===== src/rtl/stopwatch.sv =====
// SS.cc stopwatch: a prescaler divides clk into a tick, and a BCD ripple counter
// advances the hundredths/seconds digits on every tick, flagging the 59.99 wrap.
module stopwatch #(
    parameter int TICK_DIV = 1_000_000
) (
    input  logic       clk,
    input  logic       rst,
    input  logic       sw_en,
    input  logic       pause,
    input  logic       clear,
    output logic       clk_out,
    output logic [2:0] time_sec_h,
    output logic [3:0] time_sec_l,
    output logic [3:0] time_msec_h,
    output logic [3:0] time_msec_l,
    output logic       time_out
);

    localparam int DW = (TICK_DIV > 2) ? $clog2(TICK_DIV) : 1;
    localparam logic [DW-1:0] DIV_LAST = DW'(TICK_DIV - 1);
    localparam logic [DW-1:0] DIV_HALF = DW'(TICK_DIV / 2);

    logic [DW-1:0] div_cnt;
    logic          tick;
    logic          at_max;

    assign tick   = (div_cnt == DIV_LAST);
    assign at_max = (time_sec_h == 3'd5) && (time_sec_l == 4'd9) &&
                    (time_msec_h == 4'd9) && (time_msec_l == 4'd9);

    always_ff @(posedge clk or posedge rst) begin
        if (rst) begin
            div_cnt     <= '0;
            clk_out     <= 1'b0;
            time_out    <= 1'b0;
            time_sec_h  <= '0;
            time_sec_l  <= '0;
            time_msec_h <= '0;
            time_msec_l <= '0;
        end else if (clear) begin
            div_cnt     <= '0;
            clk_out     <= 1'b0;
            time_out    <= 1'b0;
            time_sec_h  <= '0;
            time_sec_l  <= '0;
            time_msec_h <= '0;
            time_msec_l <= '0;
        end else if (!sw_en || pause) begin
            // divider is frozen too, so resuming neither loses nor adds a tick
            time_out <= 1'b0;
        end else begin
            clk_out  <= (div_cnt < DIV_HALF);
            time_out <= tick && at_max;
            if (tick) begin
                div_cnt <= '0;
                if (time_msec_l != 4'd9) begin
                    time_msec_l <= time_msec_l + 4'd1;
                end else begin
                    time_msec_l <= 4'd0;
                    if (time_msec_h != 4'd9) begin
                        time_msec_h <= time_msec_h + 4'd1;
                    end else begin
                        time_msec_h <= 4'd0;
                        if (time_sec_l != 4'd9) begin
                            time_sec_l <= time_sec_l + 4'd1;
                        end else begin
                            time_sec_l <= 4'd0;
                            if (time_sec_h != 3'd5) begin
                                time_sec_h <= time_sec_h + 3'd1;
                            end else begin
                                time_sec_h <= 3'd0;
                            end
                        end
                    end
                end
            end else begin
                div_cnt <= div_cnt + DW'(1);
            end
        end
    end

endmodule


===== config.mk =====
export PLATFORM = sky130hd
export DESIGN_NAME = stopwatch
export DESIGN_NICKNAME = d
export VERILOG_FILES = /design/src/rtl/stopwatch.sv
export SDC_FILE = /design/constraint.sdc
export NUM_CORES = 1
export LEC_CHECK = 0
export CELL_PAD_IN_SITES_DETAIL_PLACEMENT = 2
export CELL_PAD_IN_SITES_GLOBAL_PLACEMENT = 2
export CORE_ASPECT_RATIO = 1.25
export CORE_MARGIN = 2
export CORE_UTILIZATION = 38
export DETAILED_ROUTE_END_ITERATION = 6
export PLACE_DENSITY_LB_ADDON = 0.1
export SLEW_MARGIN = 0
export SYNTH_ARGS = -nofsm -noshare
export SYNTH_HDL_FRONTEND = slang
export SYNTH_SLANG_ARGS = --single-unit
export TNS_END_PERCENT = 5

===== constraint.sdc =====
create_clock -name clk -period 5.25 [get_ports clk]
set_clock_uncertainty 0.1 [all_clocks]
set_input_delay 1.3125 -clock clk [delete_from_list [all_inputs] [get_ports clk]]
set_output_delay 1.3125 -clock clk [all_outputs]
set_load 0.02 [all_outputs]

Word level (Yosys, flattened, before mapping)

Index checks and enable logic that the tools add are counted.

Flip-flop bits (word level): 37
Input port bits: 5
Word-level logic and storage cells: 66

Muxes and demuxes: 29
Add/sub/neg operators: 5
Reductions and logical operators: 11
Magnitude comparators: 1
Equal/unequal tests: 13

Operator list:

| kind                    | count |
|---|---|
| $mux W20                | 3 |
| $mux W4                 | 15 |
| $mux W3                 | 7 |
| $add A20 B1 Y20 const B | 1 |
| $eq A20 B20 Y1 const B  | 1 |
| $lt A20 B19 Y1 const B  | 1 |
| $add A4 B1 Y4 const B   | 3 |
| $eq A4 B4 Y1 const B    | 3 |
| $ne A4 B4 Y1 const B    | 3 |
| $ne A2 B2 Y1 const B    | 4 |
| $reduce_and A5 Y1       | 1 |
| $logic_and A1 B1 Y1     | 4 |
| $mux W1                 | 4 |
| $reduce_and A4 Y1       | 1 |
| $add A3 B1 Y3 const B   | 1 |
| $eq A3 B3 Y1 const B    | 1 |
| $ne A3 B3 Y1 const B    | 1 |
| $reduce_and A3 Y1       | 1 |
| $reduce_and A2 Y1       | 1 |
| $reduce_bool A2 Y1      | 1 |
| $logic_not A1 Y1        | 1 |
| $logic_or A1 B1 Y1      | 1 |

Longest topological paths before layout

Depth after elaboration: 8
Gate-level depth with buffers: 7

Least setup slack after synthesis

Ideal clock, no wire load.

Kind: input-to-reg
Start point: in sw_en
End point: reg time_msec_l[3]
Arrival time: 2,510 ps
Path slack: 2,562 ps
Stages on the path: 5
Data required time: 5,072 ps
Setup time: 78 ps
Cells stage by stage: nor2b_1 buf_2 nand3_1 or4_1 a21oi_1

Word-level cells in the longest chain between the ends: 4

Ends and longest elaborated chain:

| item                        | line | source |
|---|---|---|
| start: declaration          | 8    | `input logic sw_en,` |
| $logic_not A1 Y1            | 48   | `end else if (!sw_en \|\| pause) begin` |
| $logic_or A1 B1 Y1          | 48   |  |
| $ne A2 B2 Y1 (no line)      | n/a  |  |
| $reduce_and A2 Y1 (no line) | n/a  |  |
| end signal: assignment      | 57   | `time_msec_l <= time_msec_l + 4'd1;` |
| end: declaration            | 15   | `output logic [3:0] time_msec_l,` |

Every way passes these cells.
A chain may end at the register's enable or synchronous reset.

Worst setup path after layout

Start point: in sw_en
End point: reg time_sec_h[1]

Word-level cells in the longest chain between the ends: 4

Ends and longest elaborated chain:

| item                        | line | source |
|---|---|---|
| $logic_not A1 Y1            | 48   |  |
| $logic_or A1 B1 Y1          | 48   |  |
| $ne A2 B2 Y1 (no line)      | n/a  |  |
| $reduce_and A5 Y1 (no line) | n/a  |  |
| end signal: assignment      | 69   | `time_sec_h <= time_sec_h + 3'd1;` |
| end: declaration            | 12   | `output logic [2:0] time_sec_h,` |

Every way passes these cells.

==> impl_metrics.tcl <==
set metrics [dict create \
    antenna_found_initial 0 \
    cts-hold-fix-buffers 0 \
    synth.top_cells.by_count "dfrtp_1 (37), a21oi_1 (25), nor2_1 (13)" \
    routabilityCongestion 0.749 \
    ys_types 41 \
    multi_input_area_um2 1120 \
    drv_cap 0 \
    max_freq_mhz 261 \
    routed_wirelength_um 6290 \
    clockBufferDepth 2 \
    fin_tns_setup_ps 0 \
    grtUsageTotal_pct 21.6 \
    grt-ovfl-total 0 \
    worst_ir_drop_vdd_mv 0.139 \
    antenna_cells 0 \
    hold_ws_ps 438 \
    synth-edff-count 0 \
    grt_pass1_vias 2141 \
    worstPathArrival_ps 3900 \
    die_y_um 88.1 \
    timing.final.ws_setup_ps 1420 \
    hold_path_class "register to register" \
    syn_to_final_growth_pct 15.7 \
    io_buffers 21 \
    period_share_pct 72.9 \
    ioPinCount 22 \
    dpl.hpwl_um 4360 \
    tightestPinTransition_ps 947 \
    dp_slack_ps 1160 \
    hold_viol 0 \
    synth_area_leaders "dfrtp_1 (43%), a21oi_1 (5.8%), ha_1 (4.1%), o31ai_1 (3.8%), or4_1 (3.8%)" \
    synth.most_common_cell "dfrtp_1" \
    num_rows 30 \
    syn-instance-count 228 \
    initial_utilization_pct 39.5 \
    syn_nets 240 \
    async_flop_share_pct 100 \
    drt-vias-per-instance 6.16 \
    max_slew_margin_pct 36.8 \
    cp.required_ps 5320 \
    power_uw 539 \
    slew_violations 0 \
    insertion_delay_ps 290 \
    grt_pass1_wl_um 10700 \
    cts_made_buffers 5 \
    cts_setup_buffers 0 \
    avgSynthCellArea_um2 9.42 \
    fillers 591 \
    start_kind "input port" \
    routedWlPerCell_um 20.3 \
    period_needed_ps 3830 \
    core_um2 5440 \
    ant_nets 0 \
    rsz0062_at_grt "no" \
    synth_top_area_share_pct 43.1 \
    path_class "input port to register" \
    p_leak_uw 0.000965 \
    seq_area_um2 926 \
    met3WireLength_um 107 \
    htreeDepth 2 \
    ys.flop_type "dfrtp_1" \
    ys_ff_latch 37 \
    cts.sinks 37 \
    dr.pass1.iters 4 \
    met2_wirelength_um 3460 \
    dieArea_um2 6270 \
    cp-end-kind "register" \
    clkTransAtPathRegs_ps 70 \
    setup_violations 0 \
    top_layer_used "met4" \
    drive_gt1_share_pct 6.50 \
    yosys_warnings 0 \
    cts_root_buf "clkbuf_8" \
    vias 1911 \
    nets 257 \
    cp_max_fo 15 \
    wl_met1_um 2650 \
    ys_seq_area_share_pct 43.1 \
    drc 0 \
    grt_start_max_net_pins 38 \
    power_density_nw_per_um2 217 \
    cts_tree "done" \
    drtIter0Drc 42 \
    cts_resized 0 \
    yosys.area.top_type "dfrtp_1" \
    status "finished, final reports clean" \
    die_w_um 71.3 \
    syn-cell-area_um2 2150 \
]
where the power goes:
part           switching, µW  internal (µW)  total, µW
logic                   16.9           7.39       24.3
registers               1.28            286        287
clock network            109            119        228
total                    127            412        539
path summary, 6_finish.rpt:
kind,startpoint,slack [ps],to,depth (start not counted)
min in group asynchronous,rst,1350,time_out,3
max in group asynchronous,rst,3350,time_sec_h[2],3
worst min register to register,time_sec_h[1],440,time_out,1
worst max-delay path,sw_en,1420,time_sec_h[1],5
worst min-delay path,time_sec_h[1],440,time_out,1
worst max register to register,div_cnt[7],2610,time_sec_h[1],4
cell families (layout without fill, tap and decap cells):
kind of cell | count (synthesis) | count (layout) | synth area share (%)
flops | 37 | 37 | 43.1
mux | 2 | 2 | 0.990
simple gates | 89 | 89 | 25.3
xor+xnor | 6 | 6 | 2.45
compound gates | 65 | 65 | 19.3
fa+ha+maj | 7 | 7 | 4.08
buf+inv | 22 | 40 | 4.78
per-stage QoR:
stage | instance area, µm² | utilization (%) | instances
detailed placement | 2380 | 43.8 | 302
CTS | 2490 | 45.7 | 310
finish | 2490 | 45.7 | 310
global placement | 2380 | 43.8 | 302
floorplan | 2150 | - | 228
global route | 2490 | 45.7 | 310
registers in the layout (all words and copies together), names as in the netlist:
name and cells:
time_msec_h 4, time_sec_l 4, div_cnt 20, clk_out 1
time_out 1, time_sec_h 3, time_msec_l 4
worst max-delay path, stage by stage:
cell and delay [ps]:
clkdlybuf4s50_1 470, nor2b_1 570, nand4_1 680, nor3_2 490, mux2_1 370
final cells by class:
class	count	area share (%)
clock buffer	7	3.88
clock inverter	1	0.201
inverter	9	1.36
multi-input combinational	169	45.0
sequential	37	37.2
tap	64	3.22
timing repair buffer	23	9.06
metal layers:
layer | GRT usage [%] | vias to the layer above
met5 | 0 | -
met4 | 6.52 | 0
met3 | 2.65 | 7
met2 | 40.4 | 18
met1 | 25.7 | 988
li1 | - | 898
cell usage in the layout (no fill, tap or decap), drive strengths merged, types with 10 or more instances in the layout:
| cell type | n |
|---|---|
| a21oi | 25 |
| dfrtp | 37 |
| o31ai | 11 |
| o21ai | 15 |
| nand2 | 11 |
| nor2 | 13 |
| or3 | 10 |
| clkdlybuf4s50 | 21 |
| or4 | 11 |
Note: power is estimated with default switching activity, not from simulation.
